$ cat config.mk
export PLATFORM = sky130hd
export DESIGN_NAME = seg7_scan_reader
export DESIGN_NICKNAME = d
export VERILOG_FILES = /design/src/rtl/seg7_scan_reader.sv
export SDC_FILE = /design/constraint.sdc
export NUM_CORES = 1
export LEC_CHECK = 0
export BUFFER_PORTS_ARGS = -buffer_cell sky130_fd_sc_hd__buf_2
export CORE_MARGIN = 5
export CORE_UTILIZATION = 30
export DETAILED_ROUTE_END_ITERATION = 10
export SLEW_MARGIN = 10
export SYNTH_ARGS = -nofsm -noshare
export SYNTH_HDL_FRONTEND = slang
export SYNTH_SLANG_ARGS = --single-unit
$ cat constraint.sdc
create_clock -name clk -period 4.3 [get_ports clk]
set_input_delay 0.645 -clock clk [delete_from_list [all_inputs] [get_ports clk]]
set_output_delay 0.645 -clock clk [all_outputs]
set_load 0.005 [all_outputs]
$ cat src/rtl/seg7_scan_reader.sv
// rtl/seg7_scan_reader.sv - multiplexed 7-segment bus reader
// Debounces each digit-select strobe window, decodes its glyph and publishes full BCD frames.
module seg7_scan_reader #(
  parameter int NDIG   = 4,
  parameter int STABLE = 3
) (
  input  logic              clk,
  input  logic              rst,
  input  logic [6:0]        seg_n,
  input  logic [NDIG-1:0]   dig_n,
  output logic [4*NDIG-1:0] bcd,
  output logic              frame_valid,
  output logic [NDIG-1:0]   digit_err,
  output logic              sel_err
);

  typedef enum logic [1:0] {S_IDLE, S_SETTLE, S_HELD} state_t;

  localparam logic [3:0] CAP_CNT = 4'(STABLE - 2);

  state_t              state, state_next;
  logic [6:0]          seg_r, seg_p;
  logic [NDIG-1:0]     dig_r, dig_p;
  logic [3:0]          cnt, cnt_next;
  logic [NDIG-1:0]     mask, mask_next;
  logic [NDIG-1:0]     stage_err, stage_err_next;
  logic [4*NDIG-1:0]   stage_bcd, stage_bcd_next;
  logic [NDIG-1:0]     low;
  logic                one_hot, multi_low, changed, capture, frame_done;
  logic [3:0]          code;
  logic                code_err;

  always_comb begin
    low       = ~dig_r;
    one_hot   = (low != '0) && ((low & (low - 1'b1)) == '0);
    multi_low = (low != '0) && !one_hot;
    changed   = (seg_r != seg_p) || (dig_r != dig_p);
  end

  always_comb begin
    code     = 4'hE;
    code_err = 1'b0;
    case (seg_r)
      7'h40: code = 4'h0;
      7'h79: code = 4'h1;
      7'h24: code = 4'h2;
      7'h30: code = 4'h3;
      7'h19: code = 4'h4;
      7'h12: code = 4'h5;
      7'h02: code = 4'h6;
      7'h78: code = 4'h7;
      7'h00: code = 4'h8;
      7'h10: code = 4'h9;
      7'h7F: code = 4'hF;
      default: code_err = 1'b1;
    endcase
  end

  // Any change of the sampled bus restarts settling; a held window never re-captures.
  always_comb begin
    state_next = state;
    cnt_next   = cnt;
    capture    = 1'b0;
    if (changed) begin
      cnt_next   = 4'd0;
      state_next = one_hot ? S_SETTLE : S_IDLE;
    end else begin
      case (state)
        S_IDLE: begin
          if (one_hot) state_next = S_SETTLE;
        end
        S_SETTLE: begin
          if (!one_hot) begin
            state_next = S_IDLE;
          end else begin
            cnt_next = cnt + 4'd1;
            if (cnt == CAP_CNT) begin
              capture    = 1'b1;
              state_next = S_HELD;
            end
          end
        end
        S_HELD: state_next = S_HELD;
        default: state_next = S_IDLE;
      endcase
    end
  end

  always_comb begin
    mask_next      = mask;
    stage_bcd_next = stage_bcd;
    stage_err_next = stage_err;
    for (int i = 0; i < NDIG; i++) begin
      if (capture && low[i]) begin
        mask_next[i]           = 1'b1;
        stage_bcd_next[4*i +: 4] = code;
        stage_err_next[i]      = code_err;
      end
    end
    frame_done = capture && (mask_next == '1);
  end

  always_ff @(posedge clk) begin
    if (rst) begin
      seg_r       <= '1;
      seg_p       <= '1;
      dig_r       <= '1;
      dig_p       <= '1;
      state       <= S_IDLE;
      cnt         <= 4'd0;
      mask        <= '0;
      stage_bcd   <= '0;
      stage_err   <= '0;
      bcd         <= '0;
      digit_err   <= '0;
      frame_valid <= 1'b0;
      sel_err     <= 1'b0;
    end else begin
      seg_r       <= seg_n;
      dig_r       <= dig_n;
      seg_p       <= seg_r;
      dig_p       <= dig_r;
      state       <= state_next;
      cnt         <= cnt_next;
      stage_bcd   <= stage_bcd_next;
      stage_err   <= stage_err_next;
      sel_err     <= sel_err | multi_low;
      frame_valid <= frame_done;
      if (frame_done) begin
        bcd       <= stage_bcd_next;
        digit_err <= stage_err_next;
        mask      <= '0;
      end else begin
        mask      <= mask_next;
      end
    end
  end

endmodule

## Word-level counts from Yosys, hierarchy flattened

Cells that the tools add are included.

| operators by class | value |
|---|---|
| add/sub/neg operators | 2 |
| mux-type cells | 24 |
| eq/ne operators | 18 |
| reduce and logical (&&, ||, !) cells | 18 |
| bitwise operators | 3 |

Operators with widths:

| operator | count |
|---|---|
| one-hot mux 4 bit (11 select lines) | 1 |
| == test 7 bit (second input constant) | 4 |
| == test 7 x 5 -> 1 bit (second input constant) | 3 |
| two-way mux 4 bit | 4 |
| == test 7 x 6 -> 1 bit (second input constant) | 2 |
| two-way mux 1 bit | 14 |
| OR reduction 11 bit | 1 |
| two-way mux 2 bit | 4 |
| == test 7 x 2 -> 1 bit (second input constant) | 1 |
| logical AND 1 bit | 7 |
| zero test 7 bit | 1 |
| inequality test 7 bit | 1 |
| one-hot mux 2 bit (3 select lines) | 1 |
| adder 4 x 1 -> 4 bit (second input constant) | 1 |
| bitwise AND 4 bit | 1 |
| == test 4 x 1 -> 1 bit (second input constant) | 1 |
| == test 4 bit (second input constant) | 1 |
| zero test 4 bit | 1 |
| inequality test 4 bit | 1 |
| inequality test 4 bit (second input constant) | 1 |
| inverter 4 bit | 1 |
| AND reduction 2 bit | 2 |
| nonzero test 4 bit | 1 |
| OR reduction 2 bit | 2 |
| 8 further kinds | 8 |

| word-level totals | value |
|---|---|
| flip-flop bits (word level) | 74 |
| word-level logic and storage cells | 78 |
| output and inout bits | 22 |

## Longest topological paths before layout

| logic depth | value |
|---|---|
| word-level depth | 13 |
| depth in mapped cells | 9 |
| mapped depth without buffers | 7 |

## Worst setup path before layout

No wires, ideal clock.

| timing | value |
|---|---|
| path type | register to register |
| from | register dig_r[0] |
| to | register bcd[11] |
| stages on the path, launching flop included | 9 |
| data arrival time | 2018 ps |
| setup time | 75 ps |
| period minus slack after synthesis | 2092 ps |
| required time | 4225 ps |
| path slack | 2208 ps |
| path through | dfxtp_1 -> buf_4 -> xnor2_1 -> a211oi_1 -> o211ai_1 -> buf_4 -> nor3_2 -> mux2_2 -> o22ai_1 |

| between the ends | value |
|---|---|
| word-level cells in the longest chain between the ends | 12 |
| elaborated cells on any way between the ends | 22 |
| classes of those cells | add/sub (1); eq/ne (2); mux (8); bitwise (2); reduce/logical (9) |

RTL lines:

| item | RTL line | text |
|---|---|---|
| start: declaration | 23 | `logic [NDIG-1:0] dig_r, dig_p;` |
| start signal: assignment | 120 | `dig_r <= dig_n;` |
| inverter 4 bit | 34 | `low = ~dig_r;` |
| subtractor 4 x 1 -> 4 bit | 35 | `one_hot = (low != '0) && ((low & (low - 1'b1)) == '0);` |
| bitwise AND 4 bit | 35 |  |
| zero test 4 bit | 35 |  |
| logical AND 1 bit | 35 |  |
| two-way mux 1 bit | 73 | `if (!one_hot) begin` |
| two-way mux 1 bit | 68 | `case (state)` |
| two-way mux 1 bit | 64 | `if (changed) begin` |
| logical AND 1 bit | 94 | `if (capture && low[i]) begin` |
| two-way mux 1 bit | 94 |  |
| == test 4 bit | 100 | `frame_done = capture && (mask_next == '1);` |
| logical AND 1 bit | 100 |  |
| end signal: assignment | 130 | `bcd <= stage_bcd_next;` |
| end: declaration | 11 | `output logic [4*NDIG-1:0] bcd,` |

Several ways; a longest one is shown, not always the timed one.
A chain may end at the register's enable or synchronous reset.

## Worst setup path after layout

Ends and elaborated chain as after synthesis.

==> impl_metrics.py <==
metrics = {
    "cts": {
        "root_buffer": "clkbuf_8",
        "max-clock-path-buffers": 2,
        "clk_pin_slew_ns": 0.08,
        "clkSinkCount": 74,
        "htreeDepth": 3,
        "hold_buffers": 0,
        "post-cts-setup-buffers": 0,
        "cts_tree": "yes",
        "postCtsResizedCells": 0,
        "clk_latency_ns": 0.34,
        "cts-buffers-inserted": 9,
    },
    "global_routing": {
        "grt_pass1_vias": 2013,
        "grtUsageMet2": 0.159,
        "grt_use_met3": 0.0337,
        "grt_max_degree": 59,
        "antenna_found_initial": 0,
        "grtUsageMet1": 0.148,
        "grt-ovfl-total": 0,
        "grtUsageTotal": 0.108,
        "grt_pass1_wl_mm": 10.1,
        "top_usage_layer": "met2",
    },
    "timing": {
        "finalHoldViolCount": 0,
        "maxSlewViolCount": 0,
        "fin_crit_sh": 0.612,
        "slew_headroom": 0.354,
        "rsz0062_at_grt": "no",
        "finalSetupTns_ns": 0,
        "min_period_ns": 2.63,
        "max_freq_mhz": 380,
        "clock_skew_ns": 0.00709,
        "finalSetupViolCount": 0,
        "worst_pin_slew_ns": 0.964,
    },
    "synth": {
        "synth_area_per_cell_sq_um": 10.1,
        "synth_area_sq_um": 2950,
        "synthTopCellsByCount": "dfxtp_1, nor2_1, or2_2",
        "async_flop_share": 0,
        "synth_flop_cell": "dfxtp_1",
        "synth.net_count": 308,
        "yosysTopAreaCell": "dfxtp_1",
        "ys_seq_area_frac": 0.501,
        "ys_ff_latch": 74,
        "synth.distinct_cells": 50,
        "synth.area.top_cells": "dfxtp_1, mux2i_1, o2bb2ai_1, or2_2, xor2_1",
        "yosysMostFrequentCell": "dfxtp_1",
        "yosysWarningCount": 0,
        "synth-edff-count": 0,
        "synth_top_area_share": 0.501,
        "syn_inst": 293,
    },
    "critical_path": {
        "ff2ff_setup_slack_ns": 1.67,
        "cp.required_ns": 4.56,
        "cp_data_arrival_time_ns": 2.90,
        "cp-end-kind": "flip-flop",
        "crit_path_start_kind": "flip-flop",
        "path_max_fanout": 11,
        "criticalPathCategory": "reg -> reg",
    },
    "routing": {
        "routed_wl_mm": 5.96,
        "drt_iter0_drc": 103,
        "drcViolationCount": 0,
        "ant_nets": 0,
        "via_per_inst": 4.61,
        "routedWlPerCell_um": 13.1,
        "num_vias": 2101,
        "dr.pass1.iters": 4,
    },
    "place": {
        "hpwl_mm": 3.97,
        "place.gp.congestion": 0.778,
        "dp.cells": 440,
        "dpl_cell_area_sq_um": 3180,
        "numPortBuffers": 34,
    },
    "power_and_ir_drop": {
        "p_comb_frac": 0.046,
        "internal_power_w": 0.00105,
        "power_density_nw_per_um2": 402,
        "switching_share": 0.230,
        "seq_power_share": 0.522,
        "p_total_w": 0.00137,
        "power_switching_w": 0.000313,
        "ir_drop_v": 0.000218,
        "power_frac_clock": 0.432,
        "cellLeakagePower_nw": 1.22,
    },
    "die": {
        "floorplan.initialDensity": 0.305,
        "fp.coreArea_sq_um": 9680,
        "die_x_um": 109,
        "dieHeight_um": 109,
        "ioPinCount": 35,
        "dieArea_sq_um": 11900,
        "rows": 36,
    },
    "hold_path": {
        "hp-class": "reg -> reg",
    },
    "final_layout": {
        "nNetsFinal": 333,
        "drive_above_1_share": 0.260,
        "antenna_cells": 0,
        "syn_to_final_growth_pct": 14.9,
        "multi_input_area_sq_um": 1310,
        "seqCellArea_sq_um": 1480,
        "n_fill_cell": 991,
        "stdcell_count": 456,
        "fin_area_sq_um": 3390,
    },
    "job": {
        "cap_viol_max_count": 0,
    },
    "outcome": {
        "status": "finished clean",
    },
}
==> cell type report <==
class,instances,share of cell area
Inverter,12,0.0133
Clock buffer,10,0.0376
Clock inverter,6,0.0262
Multi-Input combinational cell,186,0.385
Timing Repair Buffer,35,0.0524
Sequential cell,74,0.437
Tap cell,133,0.0490
==> stage by stage <==
stage          hold slack [ns]  worst slack [ns]  utilization
6_report                 0.464              1.67        0.350
5_1_grt                  0.460              1.35        0.350
4_1_cts                  0.468              1.66        0.350
3_5_place_dp             0.445              1.70        0.328
3_3_place_gp             0.444              1.70        0.328
2_1_floorplan            0.441              2.21            -
==> sequential cells by signal, summed over array words and instances, names as in the netlist <==
name and flops:
bcd 16, stage_bcd 16, seg_p 7, seg_r 7
cnt 4, dig_p 4, dig_r 4, digit_err 4
mask 4, stage_err 4, state 2, frame_valid 1
sel_err 1
==> power groups by stage <==
stage / Sequential [W] / Combinational [W] / Clock (W)
final: 0.000713 / 0.0000628 / 0.000590
after detailed placement: 0.000729 / 0.0000634 / 0
after CTS: 0.000713 / 0.0000641 / 0.000604
after global routing: 0.000716 / 0.0000714 / 0.000636
after global placement: 0.000728 / 0.0000635 / 0
after floorplan: 0.000717 / 0.0000600 / 0
==> cell usage in the layout (no fill, tap or decap), types with 2 or more instances in the layout <==
master      Yosys  layout
and4b_1         2       2
mux2_2          3       3
or4_1           2       2
o211ai_1        3       3
xor2_1         14      14
nand3_1         3       3
dfxtp_1        74      74
clkinvlp_4      0       2
nor4_2          2       2
o21a_1          3       3
clkbuf_8        0       9
nor2_1         24      24
nand2_1         9       9
o2bb2ai_1      16      16
a211oi_1        2       2
or2_2          22      22
o22ai_1         2       2
xnor2_1         2       2
buf_2           3      34
nand2b_1        3       3
mux2i_1        16      16
nor2b_1         2       2
ha_1            2       2
a21oi_1         4       4
a22oi_1         2       2
nor3_2          5       5
bufinv_16       0       2
nor3_1         12      12
inv_1          12      12
o31ai_1         3       3
o21ai_0         9       9
a21boi_0        2       2
==> critical path, stage by stage, from the launching register on <==
cell      delay (ns)
dfxtp_1         0.53
xnor2_1         0.12
a211oi_1        0.37
o211ai_1        0.41
nor3_2          0.58
mux2_2          0.40
o22ai_1         0.15
==> per-layer routing <==
| metal | share of wire | vias up |
|---|---|---|
| li1 | - | 1066 |
| met2 | 0.44 | 43 |
| met1 | 0.49 | 984 |
| met3 | 0.047 | 8 |
| met5 | 0 | - |
| met4 | 0.016 | 0 |
==> cell families (layout without fill, tap and decap cells) <==
family	count (synthesis)	count (layout)	synth area share
xor gates and xnor gates	16	16	0.0474
AOI/OAI and AO/OA	51	51	0.126
adders and majority gates	3	3	0.0119
muxes	19	19	0.0656
buffers and inverters	33	63	0.0563
and+or+nand+nor	97	97	0.191
DFF	74	74	0.501
==> path summary, 6_finish.rpt <==
kind,start,endpoint,cells past startpoint
setup reg to reg,dig_r[0],bcd[11],6
setup / recovery,dig_r[0],bcd[11],6
hold reg to reg,bcd[12],bcd[12],1
hold / removal,bcd[12],bcd[12],1
Note: power is estimated with default switching activity, not from simulation.
